**config.mk**
```make
export PLATFORM = sky130hd
export DESIGN_NAME = icache_refill_ctrl
export DESIGN_NICKNAME = d
export VERILOG_FILES = /design/src/rtl/mm_pkg.sv /design/src/rtl/refill_wait_cnt.sv /design/src/rtl/icache_refill_ctrl.sv
export SDC_FILE = /design/constraint.sdc
export NUM_CORES = 1
export LEC_CHECK = 0
export BUFFER_PORTS_ARGS = -buffer_cell sky130_fd_sc_hd__buf_2
export CORE_MARGIN = 4
export CORE_UTILIZATION = 35
export DETAILED_ROUTE_END_ITERATION = 6
export HOLD_SLACK_MARGIN = 0.12
export PLACE_DENSITY = 0.66
export SLEW_MARGIN = 10
export SYNTH_ARGS = -nofsm -noshare
export SYNTH_HDL_FRONTEND = slang
export SYNTH_SLANG_ARGS = --single-unit
```
**constraint.sdc**
```tcl
create_clock -name CLK -period 5.35 [get_ports CLK]
set_input_delay 0.2675 -clock CLK [delete_from_list [all_inputs] [get_ports CLK]]
set_output_delay 0.2675 -clock CLK [all_outputs]
set_load 0.02 [all_outputs]
```
**src/rtl/mm_pkg.sv**
```systemverilog
// Shared definitions for the main-memory read initiator: FSM states, word size,
// default block geometry and refill counter width.
package mm_pkg;
  typedef enum logic [1:0] {
    IDLE  = 2'd0,
    FETCH = 2'd1,
    DONE  = 2'd2
  } mm_state_t;

  localparam int WORD_BYTES          = 4;
  localparam int DEF_WORDS_PER_BLOCK = 4;
  localparam int DEF_MM_LATENCY      = 2;
  localparam int REFILL_CNT_W        = 16;

  // Clear the in-block offset bits of a byte address.
  function automatic logic [31:0] blk_align(input logic [31:0] a, input int blk_bytes);
    return a & ~(32'(blk_bytes) - 32'd1);
  endfunction
endpackage

```
**src/rtl/refill_wait_cnt.sv**
```systemverilog
// Per-word wait counter: counts 0..MOD-1 while enabled, load clears it,
// tc flags the last wait cycle of a word.
module refill_wait_cnt #(
  parameter  int MOD = 2,
  localparam int CW  = (MOD > 1) ? $clog2(MOD) : 1
) (
  input  logic CLK,
  input  logic RESET_N,
  input  logic load,
  input  logic en,
  output logic tc
);
  logic [CW-1:0] cnt_q;

  assign tc = (cnt_q == CW'(MOD - 1));

  always_ff @(posedge CLK or negedge RESET_N) begin
    if (!RESET_N)  cnt_q <= '0;
    else if (load) cnt_q <= '0;
    else if (en)   cnt_q <= tc ? '0 : cnt_q + 1'b1;
  end
endmodule

```
**src/rtl/icache_refill_ctrl.sv**
```systemverilog
// I-cache miss handler: fetches one block from main memory word by word with a
// fixed per-word wait, writes each word into the line and pulses completion.
module icache_refill_ctrl
  import mm_pkg::*;
#(
  parameter  int WORDS_PER_BLOCK = DEF_WORDS_PER_BLOCK,
  parameter  int MM_LATENCY      = DEF_MM_LATENCY,
  localparam int WW              = $clog2(WORDS_PER_BLOCK)
) (
  input  logic                    CLK,
  input  logic                    RESET_N,
  input  logic                    Miss_Req,
  input  logic [31:0]             Miss_Addr,
  output logic                    Access_MM,
  output logic [31:0]             PC_MM,
  input  logic [31:0]             Data_MM,
  output logic                    Line_We,
  output logic [WW-1:0]           Line_Word,
  output logic [31:0]             Line_Data,
  output logic [31:0]             Line_Addr,
  output logic                    Refill_Done,
  output logic                    Busy,
  output logic [REFILL_CNT_W-1:0] Refill_Cnt
);
  localparam int BLK_BYTES = WORDS_PER_BLOCK * WORD_BYTES;

  mm_state_t     state_q, state_d;
  logic [WW-1:0] word_q;
  logic          wait_tc;
  logic          word_last;
  logic          word_end;

  assign word_last = (word_q == WW'(WORDS_PER_BLOCK - 1));
  assign word_end  = (state_q == FETCH) && wait_tc;
  assign Busy      = (state_q != IDLE);

  refill_wait_cnt #(.MOD(MM_LATENCY)) u_wait (
    .CLK     (CLK),
    .RESET_N (RESET_N),
    .load    (state_q == IDLE),
    .en      (state_q == FETCH),
    .tc      (wait_tc)
  );

  always_ff @(posedge CLK or negedge RESET_N) begin
    if (!RESET_N) state_q <= IDLE;
    else          state_q <= state_d;
  end

  always_comb begin
    state_d     = state_q;
    Access_MM   = 1'b0;
    Refill_Done = 1'b0;
    PC_MM       = '0;
    case (state_q)
      IDLE:  if (Miss_Req) state_d = FETCH;
      FETCH: begin
        Access_MM = 1'b1;
        PC_MM     = Line_Addr + 32'(word_q) * 32'(WORD_BYTES);
        if (wait_tc && word_last) state_d = DONE;
      end
      DONE: begin
        Refill_Done = 1'b1;
        state_d     = IDLE;
      end
      default: state_d = IDLE;
    endcase
  end

  // Word index only advances on the last wait cycle; it wraps to 0 at block end.
  always_ff @(posedge CLK or negedge RESET_N) begin
    if (!RESET_N) begin
      word_q    <= '0;
      Line_Addr <= '0;
    end else if (state_q == IDLE) begin
      word_q <= '0;
      if (Miss_Req) Line_Addr <= blk_align(Miss_Addr, BLK_BYTES);
    end else if (word_end) begin
      word_q <= word_q + 1'b1;
    end
  end

  always_ff @(posedge CLK or negedge RESET_N) begin
    if (!RESET_N) begin
      Line_We   <= 1'b0;
      Line_Word <= '0;
      Line_Data <= '0;
    end else begin
      Line_We <= word_end;
      if (word_end) begin
        Line_Word <= word_q;
        Line_Data <= Data_MM;
      end
    end
  end

  always_ff @(posedge CLK or negedge RESET_N) begin
    if (!RESET_N)
      Refill_Cnt <= '0;
    else if (state_q == DONE && Refill_Cnt != '1)
      Refill_Cnt <= Refill_Cnt + 1'b1;
  end
endmodule

```
==> Word level (Yosys, flattened, before mapping) <==
Index checks and enable logic that the tools add are counted.
{ "word_totals": {"regBits": 84, "in_bits": 67} }
{ "classes": {"add_sub_neg": 4, "n_eq_ne": 6, "n_mux": 11, "n_reduce_logical": 9} }
{ "op_table": {"columns": ["op", "count"], "rows": [
  ["32-bit by 4-bit adder with 32-bit output", 1],
  ["32-bit 2-to-1 mux", 1],
  ["16-bit by 1-bit adder with 16-bit output (second input constant)", 1],
  ["16-bit inequality test (second input constant)", 1],
  ["2-bit 2-to-1 mux", 4],
  ["2-bit nonzero test", 3],
  ["1-bit 2-to-1 mux", 5],
  ["2-bit == test (second input constant)", 2],
  ["2-bit inequality test (second input constant)", 2],
  ["2-bit case mux with 2 select lines", 1],
  ["2-bit AND reduction", 2],
  ["1-bit logical AND", 3],
  ["2-bit by 1-bit adder with 2-bit output (second input constant)", 1],
  ["2-bit by 1-bit == test with 1-bit output (second input constant)", 1],
  ["2-bit logical NOT", 1],
  ["1-bit adder (second input constant)", 1]
]} }

==> Longest topological paths before layout <==
Gate-level depths: netlist (run 1).
{ "depth": {"depth_word": 4, "depth_mapped": 6, "mapped_depth_nobuf": 5} }

==> Hierarchy <==
A second synthesis (run 1) with hierarchy kept.
{ "unflattened": {"cells_unflattened": 265, "area_unflattened_um2": 3590.9} }
{ "by_module_without_submodules": {"columns": ["mod", "instances", "cells_each", "area_per_inst_um2", "seq_area_each_um2"], "rows": [
  ["icache_refill_ctrl", 1, 262, 3553.4, 2077.0],
  ["refill_wait_cnt", 1, 3, 37.5, 25.0]
]} }

==> Least setup slack after synthesis (run 1) <==
OpenSTA, ideal clock, no wires.
{ "synth_path": {"path_kind": "flip-flop to flip-flop", "startpoint": "register Refill_Cnt[0]", "endpoint": "register Refill_Cnt[1]", "setup_time_ps": 125, "arrival_ps": 1677, "required_time_ps": 5225, "path_slack_ps": 3549, "stages_incl_launch_ff": 7, "n_path_buf": 1, "path_cell_list": "dfrtp_1 -> ha_1 -> and3_1 -> nor4bb_1 -> buf_2 -> nor2_1 -> mux2_2"} }
{ "synth_via": {"elab_chain_len": 2, "elab_cells_between_ends": 3} }
{ "synth_lines": {"columns": ["item", "line_no", "text"], "rows": [
  ["start, declared", "icache_refill_ctrl.sv:23", "output logic [REFILL_CNT_W-1:0] Refill_Cnt"],
  ["start signal, assigned", "icache_refill_ctrl.sv:101", "Refill_Cnt <= Refill_Cnt + 1'b1;"],
  ["parallel branches: the longest is 2 deep, another holds 16-bit by 1-bit adder with 16-bit output", null, null]
]} }
Several ways; the timed one is not identified.
A chain may end at the register's enable or synchronous reset.

==> Worst setup path in the final report (run 1) <==
Ends and elaborated chain as after synthesis.

==> flow_summary.yaml, run 1 <==
yosys:
  synth_top_family_by_area: "multiplexers"
  syn_inst: 267
  synth_edf_count: 0
  yosysSeqAreaShare: 0.587
  synth-simple-area-share: 0.120
  synth.ff_latch_count: 84
  synth_xor_xnor_area_share: 0.0342
  yosys_warnings: 0
  async_flop_share: 1.00
  synth_area_leaders: "dfrtp_1 59%, mux2_2 20%, and2_1 5.2%, xor2_1 2.9%, buf_4 1.3%"
  synth_compound_area_frac: 0.0157
  synth_flop_cell: "dfrtp_1"
  netlist_area_um2: 3580
  syn_area_per_cell_um2: 13.4
  yosysTopAreaCell: "dfrtp_1"
  netlist-cell-type-count: 34
  yosys-mux-area-fraction: 0.201
  synthAdderAreaFrac: 0.00699
  synth_top_area_frac: 0.587
floorplanning:
  initial_core_util: 0.363
  core_area_um2: 9860
  die_y_um: 109
  die_area_um2: 11900
  row_count: 36
  die_w_um: 109
  ios: 185
sta:
  post-route-min-period_ns: 2.25
  slew_headroom: 0.299
  fmax_ghz: 0.444
  setup-tns-final_ns: 0
  finClkSkew_ns: 0.0135
  setup_viol: 0
  tightest_slew_ns: 1.05
  drv_slew: 0
  fin_crit_sh: 0.421
  hold-worst-slack_ns: 0.0703
  rsz0062_at_grt: "no"
  final_hold_viol_count: 0
power_and_ir_drop:
  leakagePower_nw: 2.55
  p_per_area_nw_per_um2: 616
  ir_drop_v: 0.000254
placement:
  dp_hpwl_um: 6040
  portBuffers: 174
  globalplace.congestion: 0.747
detailed_routing:
  vias: 2691
  routed_wl_um: 8410
  antenna_left: 0
  drc: 0
  drt_iter0_markers: 92
  wl_per_cell_um: 14.0
  dr.pass1.iters: 4
  via_per_inst: 4.49
global_routing:
  grt_max_degree: 85
  grt-ovfl-total: 0
  grt.total_usage: 0.135
  antenna_found_initial: 0
  grt_pass1_vias: 2551
  grt_pass1_wl_um: 12500
setup_path:
  crit_path_end_kind: "flop"
  worstPathCellList: "ha_1 > and3_1 > nor4bb_1 > buf_4 > nor2_1 > mux2_2"
  slowest_delay_ns: 0.75
  cp.arrival_ns: 2.48
  cp.required_ns: 5.58
  critPathMaxFanout: 6
  critical_path_class: "flop to flop"
  cp_slowest_cell: "nor4bb_1"
  worstSetupStartpointType: "flop"
finish:
  antenna_cells: 0
  final_common_cell: "buf_2"
  area_growth_pct: 38.5
  layout_common_cells: "173 x buf_2, 84 x dfrtp_1, 63 x mux2_2, 30 x and2_1, 19 x dlygate4sd3_1"
  nNetsFinal: 530
  seq_area_um2: 2100
  drive_above_1_share: 0.564
  fillers: 881
  multiInputGateArea_um2: 1380
clock_network:
  cts_root_buffer: "clkbuf_8"
  worstSkewPairLatency_ns: 0.34
  cts_resized: 0
  clk_pin_slew_ns: 0.09
  numCtsBuffers: 9
  clk_path_buf_depth: 2
  clock_sinks: 84
  cts_tree: "yes"
  ctsHtreeMaxLevel: 3
hold_path:
  hold_path.class: "input port to async pin"
run_status:
  outcome: "completed"
flow_run:
  drv_cap: 0
-- sequential cells by signal, summed over array words and instances (netlist names) --
name        flops
word_q          2
state_q         2
Refill_Cnt     16
Line_Data      32
Line_Word       2
Line_We         1
u_wait.tc       1
Line_Addr      28
-- final timing paths --
path | start | end | slack, ns | depth (start not counted)
max | Refill_Cnt[0]$_DFFE_PN0P_ | Refill_Cnt[1]$_DFFE_PN0P_ | 3.10 | 6
min | RESET_N | Line_Data[16]$_DFFE_PN0P_ | 0.07 | 1
max reg2reg | Refill_Cnt[0]$_DFFE_PN0P_ | Refill_Cnt[1]$_DFFE_PN0P_ | 3.10 | 6
min reg2reg | Line_Word[1]$_DFFE_PN0P_ | Line_Word[1]$_DFFE_PN0P_ | 0.48 | 2
max in group asynchronous | RESET_N | Line_Addr[18]$_DFFE_PN0P_ | 4.55 | 1
min in group CLK | Data_MM[17] | Line_Data[17]$_DFFE_PN0P_ | 0.15 | 2
-- cell families (layout without fill, tap and decap cells) --
logic type | count (synthesis) | count (layout)
flops | 84 | 84
simple gates | 70 | 70
compound gates | 8 | 8
xor+xnor | 14 | 14
mux | 64 | 64
other cells | 1 | 6
fa+ha+maj | 2 | 2
buf+inv | 24 | 218
-- through the flow --
| stage | cells | instance area [µm²] | utilization | total power [mW] | worst slack (ns) |
|---|---|---|---|---|---|
| after CTS | 580 | 4770 | 0.484 | 3.10 | 3.07 |
| after global placement | 564 | 4570 | 0.463 | 2.58 | 3.13 |
| after global routing | 599 | 4960 | 0.503 | 3.27 | 2.97 |
| after detailed placement | 564 | 4570 | 0.463 | 2.62 | 3.08 |
| after floorplan | 272 | 3600 | - | 2.09 | 3.55 |
| final | 599 | 4960 | 0.503 | 3.06 | 3.10 |
-- per-layer routing --
metal / share of wire / global-route usage
met1: 0.40 / 0.173
met5: 0 / 0
met3: 0.068 / 0.0420
met4: 0.0099 / 0.0379
met2: 0.52 / 0.221
-- what timing repair did --
| item | 4_1_cts | 5_1_grt |
|---|---|---|
| hold endpoints to repair | 0 | 19 |
| hold buffers | 0 | 19 |
| setup buffers | 0 | 0 |
-- power by group --
part	internal [mW]	leakage (nW)	switching, mW
combinational	0.645	1.42	0.896
sequential	0.901	1.03	0.152
clock	0.223	0.103	0.241
-- cell usage after synthesis (4+ instances only) --
library cell  number
mux2_2            63
inv_1              6
buf_4              6
buf_2              8
nor3_1             4
xor2_1            12
nand2_1            8
nor2_1             6
and2_1            30
dfrtp_1           84
clkbuf_1           4
-- critical path: cells and delay by family, from the launching register on --
| kind | cells | cell delay (ns) |
|---|---|---|
| multiplexers | 1 | 0.27 |
| AND/OR/NAND/NOR | 3 | 1.02 |
| flip-flops | 1 | 0.41 |
| adder cells (fa/ha/maj) | 1 | 0.18 |
| buffers and inverters | 1 | 0.27 |
-- cell type report --
class / count / share of cell area
sequential: 84 / 0.424
multi-input combinational: 164 / 0.278
timing repair buffer: 196 / 0.219
tap: 133 / 0.0336
clock buffer: 9 / 0.0250
clock inverter: 7 / 0.0161
inverter: 6 / 0.00454
Power figures use the tool's default switching activity.
==> inputs of run 2 (changes only) <==
clock period = 2.15 ns   (was 5.35 ns; I/O delays follow)
==> flow_summary.yaml, run 2 (synthesis gave the netlist of run 1 again) <==
clock_network:
  clk_pin_slew_ns: 0.09
  cts_root_buffer: "clkbuf_8"
  cts_tree: "yes"
  ctsHtreeMaxLevel: 3
  clock_sinks: 84
  worstSkewPairLatency_ns: 0.35
  numCtsBuffers: 9
  clk_path_buf_depth: 2
sta:
  fin_crit_sh: 0.873
  fmax_ghz: 0.533
  rsz0062_at_grt: "no"
  tightest_slew_ns: 0.549
  final_hold_viol_count: 0
  finClkSkew_ns: 0.0190
  slew_headroom: 0.634
  setup_viol: 0
  setup-tns-final_ns: 0
  drv_slew: 0
  hold-worst-slack_ns: 0.277
  post-route-min-period_ns: 1.88
finish:
  drive_above_1_share: 0.521
  area_growth_pct: 51.9
  final_common_cell: "buf_2"
  fillers: 853
  top_register: "Line_Data"
  nNetsFinal: 576
  top_regs: "Line_Data: 32 flops, Line_Addr: 28 flops, Refill_Cnt: 16 flops"
  antenna_cells: 0
  layout_common_cells: "173 x buf_2, 84 x dfrtp_1, 63 x mux2_2, 61 x dlygate4sd3_1, 30 x and2_1"
  largest_reg_flops: 32
detailed_routing:
  drc: 0
  dr.pass1.iters: 4
  vias: 2893
  antenna_left: 0
  drt_iter0_markers: 79
  wl_per_cell_um: 14.4
  via_per_inst: 4.49
  routed_wl_um: 9290
placement:
  portBuffers: 174
  dp_hpwl_um: 6220
  globalplace.congestion: 0.706
hold_path:
  hold_path.class: "input port to async pin"
floorplanning:
  die_area_um2: 11900
  ios: 185
  core_area_um2: 9860
  row_count: 36
  initial_core_util: 0.363
  die_y_um: 109
  die_w_um: 109
setup_path:
  slowest_delay_ns: 0.67
  critical_path_class: "flop to flop"
  worstPathCellList: "nand2b_2 > or4_1 > nor4b_4 > xor2_1"
  cp.arrival_ns: 2.15
  worstSetupStartpointType: "flop"
  crit_path_end_kind: "flop"
  cp_slowest_cell: "or4_1"
  critPathMaxFanout: 6
  cp.required_ns: 2.42
global_routing:
  antenna_found_initial: 0
  grt_max_degree: 44
  grt-ovfl-total: 0
  grt.total_usage: 0.155
  grt_pass1_vias: 2942
  grt_pass1_wl_um: 14400
power_and_ir_drop:
  comb_power_share: 0.512
  switchingPower_mw: 3.26
  pwr-share-seq: 0.338
  swShare: 0.419
  p_clk_frac: 0.150
  p_int_mw: 4.53
  ir_drop_v: 0.000912
  p_per_area_nw_per_um2: 1430
  leakagePower_nw: 2.76
flow_run:
  drv_cap: 0
run_status:
  outcome: "completed"
## run 2: cell count changes in the layout (fill, tap and decap cells not counted), sizes merged
cell	change
dlygate4sd3	+42
buf	+4
inv	-2
clkbuf	+1
clkinv	+1
## run 2: routing by layer
| layer | vias to the layer above | share of wire | wire [µm] | GRT usage |
|---|---|---|---|---|
| met4 | 0 | 0.022 | 204 | 0.0622 |
| met1 | 1387 | 0.39 | 3610 | 0.184 |
| met5 | - | 0 | 0 | 0 |
| met2 | 105 | 0.52 | 4860 | 0.274 |
| li1 | 1383 | - | - | - |
| met3 | 18 | 0.067 | 621 | 0.0337 |
## run 2: worst paths after layout
| kind | start | endpoint | slack (ns) | cells after the start |
|---|---|---|---|---|
| max in group asynchronous | RESET_N | Line_Addr[24]$_DFFE_PN0P_ | 1.22 | 3 |
| setup / recovery | state_q[0]$_DFFE_PN0P_ | Refill_Cnt[15]$_DFFE_PN0P_ | 0.27 | 4 |
| setup reg to reg | state_q[0]$_DFFE_PN0P_ | Refill_Cnt[15]$_DFFE_PN0P_ | 0.27 | 4 |
| min in group CLK | Miss_Req | state_q[0]$_DFFE_PN0P_ | 0.36 | 5 |
| hold / removal | RESET_N | Line_Data[18]$_DFFE_PN0P_ | 0.28 | 2 |
| hold reg to reg | Line_Word[1]$_DFFE_PN0P_ | Line_Word[1]$_DFFE_PN0P_ | 0.49 | 2 |
## run 2: through the flow
step	setup WS, ns	instance area [µm²]	power [mW]	instances	util
6_report	0.273	5440	7.79	645	0.551
5_1_grt	0.156	5440	8.29	645	0.551
4_1_cts	0.266	5440	7.87	645	0.551
3_5_place_dp	0.273	4620	6.58	568	0.468
3_3_place_gp	0.329	4620	6.49	568	0.468
2_1_floorplan	0.349	3600	5.20	272	-
## run 2: repair_timing
action,4_1_cts,5_1_grt
gates resized for setup,0,0
buffers inserted,0,0
hold buffers,61,0
endpoints found under the hold margin,101,0
setup endpoints to repair,0,0
## run 2: cell type report
| type | count | area (µm²) | share of cell area |
|---|---|---|---|
| flip-flops and latches | 84 | 2100 | 0.386 |
| repair buffers | 242 | 1560 | 0.287 |
| multi-input cells | 164 | 1380 | 0.253 |
| well taps | 133 | 166 | 0.0306 |
| clock buffers | 10 | 138 | 0.0253 |
| clock inverters | 6 | 71.3 | 0.0131 |
| inverters | 6 | 22.5 | 0.00414 |
## run 2: power groups by stage
stage	registers, mW	logic (mW)	clock network [mW]
2_1_floorplan	3.40	1.80	0
3_3_place_gp	2.61	3.88	0
3_5_place_dp	2.65	3.93	0
4_1_cts	2.63	4.02	1.22
5_1_grt	2.73	4.27	1.29
6_report	2.63	3.99	1.17
## run 2: worst max-delay path: cells and delay by family, from the launching register on
kind / cells / cell delay (ns)
simple gates: 3 / 1.23
xor+xnor: 1 / 0.17
flops: 1 / 0.42
==> inputs of run 3 (changes only) <==
RECOVER_POWER = 50   (was not set)
==> flow_summary.yaml, run 3 (synthesis gave the netlist of run 1 again) <==
power_and_ir_drop:
  swShare: 0.430
  p_int_mw: 4.36
  leakagePower_nw: 2.58
  p_per_area_nw_per_um2: 1430
  pwr-share-seq: 0.347
  ir_drop_v: 0.000897
  switchingPower_mw: 3.29
  p_clk_frac: 0.153
  comb_power_share: 0.500
global_routing:
  grt_pass1_wl_um: 14400
  grt_max_degree: 44
  antenna_found_initial: 0
  grt-ovfl-total: 0
  grt_pass1_vias: 2942
  grt.total_usage: 0.155
finish:
  final_common_cell: "buf_2"
  largest_reg_flops: 32
  drive_above_1_share: 0.400
  nNetsFinal: 576
  layout_common_cells: "111 x buf_2, 84 x dfrtp_1, 63 x mux2_2, 62 x clkbuf_1, 61 x dlygate4sd3_1"
  final_area_um2: 5360
  top_register: "Line_Data"
  final_cells: 645
  antenna_cells: 0
  fillers: 894
  top_regs: "Line_Data: 32 flops, Line_Addr: 28 flops, Refill_Cnt: 16 flops"
  area_growth_pct: 49.6
setup_path:
  crit_path_end_kind: "flop"
  reg2reg_from: "state_q[0]$_DFFE_PN0P_"
  cp.arrival_ns: 2.15
  cp.required_ns: 2.42
  r2r_cells: 4
  worst-r2r-setup-slack_ns: 0.27
  critPathMaxFanout: 6
  critical_path_class: "flop to flop"
  worstSetupStartpointType: "flop"
  reg2reg_to: "Refill_Cnt[15]$_DFFE_PN0P_"
sta:
  post-route-min-period_ns: 1.88
  slew_headroom: 0.293
  setup-tns-final_ns: 0
  drv_slew: 0
  tightest_slew_ns: 1.06
  hold-worst-slack_ns: 0.364
  rsz0062_at_grt: "no"
  setup_viol: 0
  final_hold_viol_count: 0
  fin_crit_sh: 0.873
  finClkSkew_ns: 0.0195
  fmax_ghz: 0.533
clock_network:
  cts_root_buffer: "clkbuf_8"
  post-cts-setup-buffers: 0
  ctsHtreeMaxLevel: 3
  clock_sinks: 84
  cts_resized: 0
  numCtsBuffers: 9
  clk_pin_slew_ns: 0.08
  clk_path_buf_depth: 2
  cts_tree: "yes"
  worstSkewPairLatency_ns: 0.35
run_status:
  outcome: "completed"
floorplanning:
  row_count: 36
  die_area_um2: 11900
  ios: 185
  die_y_um: 109
  core_area_um2: 9860
  initial_core_util: 0.363
  die_w_um: 109
detailed_routing:
  drc: 0
  antenna_left: 0
  vias: 2889
  via_per_inst: 4.48
  dr.pass1.iters: 4
  routed_wl_um: 9320
  wl_per_cell_um: 14.4
  drt_iter0_markers: 76
placement:
  globalplace.congestion: 0.706
  portBuffers: 174
  dp_hpwl_um: 6220
  place_area_um2: 4620
  dp.cells: 568
hold_path:
  hold_path.class: "input port to flop"
  min_path_cells: 5
  hold_path_end: "state_q[0]$_DFFE_PN0P_"
  holdCritStartpoint: "Miss_Req"
flow_run:
  drv_cap: 0
## run 3: changes by cell type in the layout (fill, tap and decap cells not counted), sizes merged
cell / delta
buf: -63
clkbuf: +63
## run 3: final cells by class
| cell class | count | area (µm²) | share of cell area |
|---|---|---|---|
| clock inverters | 6 | 71.3 | 0.0133 |
| multi-input cells | 164 | 1380 | 0.257 |
| well taps | 133 | 166 | 0.0310 |
| inverters | 6 | 22.5 | 0.00420 |
| clock buffers | 10 | 138 | 0.0257 |
| flip-flops and latches | 84 | 2100 | 0.392 |
| repair buffers | 242 | 1480 | 0.276 |
## run 3: power groups by stage
stage | Sequential (mW) | Clock (mW) | Combinational (mW)
2_1_floorplan | 3.40 | 0 | 1.80
3_3_place_gp | 2.61 | 0 | 3.88
3_5_place_dp | 2.65 | 0 | 3.93
4_1_cts | 2.63 | 1.22 | 4.02
5_1_grt | 2.75 | 1.29 | 4.10
6_report | 2.65 | 1.17 | 3.83
## run 3: metal layers
metal / wire length (µm) / GRT usage
met1: 3670 / 0.184
met2: 4820 / 0.274
met3: 618 / 0.0337
met4: 210 / 0.0622
met5: 0 / 0
## run 3: stage by stage
stage / total power, mW / setup slack, ns / utilization
2_1_floorplan: 5.20 / 0.349 / -
3_3_place_gp: 6.49 / 0.329 / 0.468
3_5_place_dp: 6.58 / 0.273 / 0.468
4_1_cts: 7.87 / 0.266 / 0.551
5_1_grt: 8.15 / 0.156 / 0.543
6_report: 7.65 / 0.273 / 0.543
## run 3: what timing repair did
action | 4_1_cts | 5_1_grt
setup endpoints to repair | 0 | 0
endpoints found under the hold margin | 101 | 0
hold buffers | 61 | 0
## run 3: worst max path at each step
stage                                  to                      start  slack [ns]  cells after the start
2_1_floorplan   Refill_Cnt[1]$_DFFE_PN0P_  Refill_Cnt[0]$_DFFE_PN0P_        0.35                      6
6_report       Refill_Cnt[15]$_DFFE_PN0P_     state_q[0]$_DFFE_PN0P_        0.27                      4
4_1_cts        Refill_Cnt[15]$_DFFE_PN0P_     state_q[0]$_DFFE_PN0P_        0.27                      4
3_5_place_dp   Refill_Cnt[15]$_DFFE_PN0P_     state_q[0]$_DFFE_PN0P_        0.27                      4
5_1_grt         Refill_Cnt[1]$_DFFE_PN0P_  Refill_Cnt[0]$_DFFE_PN0P_        0.16                      6
3_3_place_gp   Refill_Cnt[15]$_DFFE_PN0P_     state_q[0]$_DFFE_PN0P_        0.33                      4
## run 3: critical path: stages, from the launching register on
cell and delay, ns:
dfrtp_1 0.42, nand2b_2 0.25, or4_1 0.67, nor4b_4 0.31, xor2_1 0.17
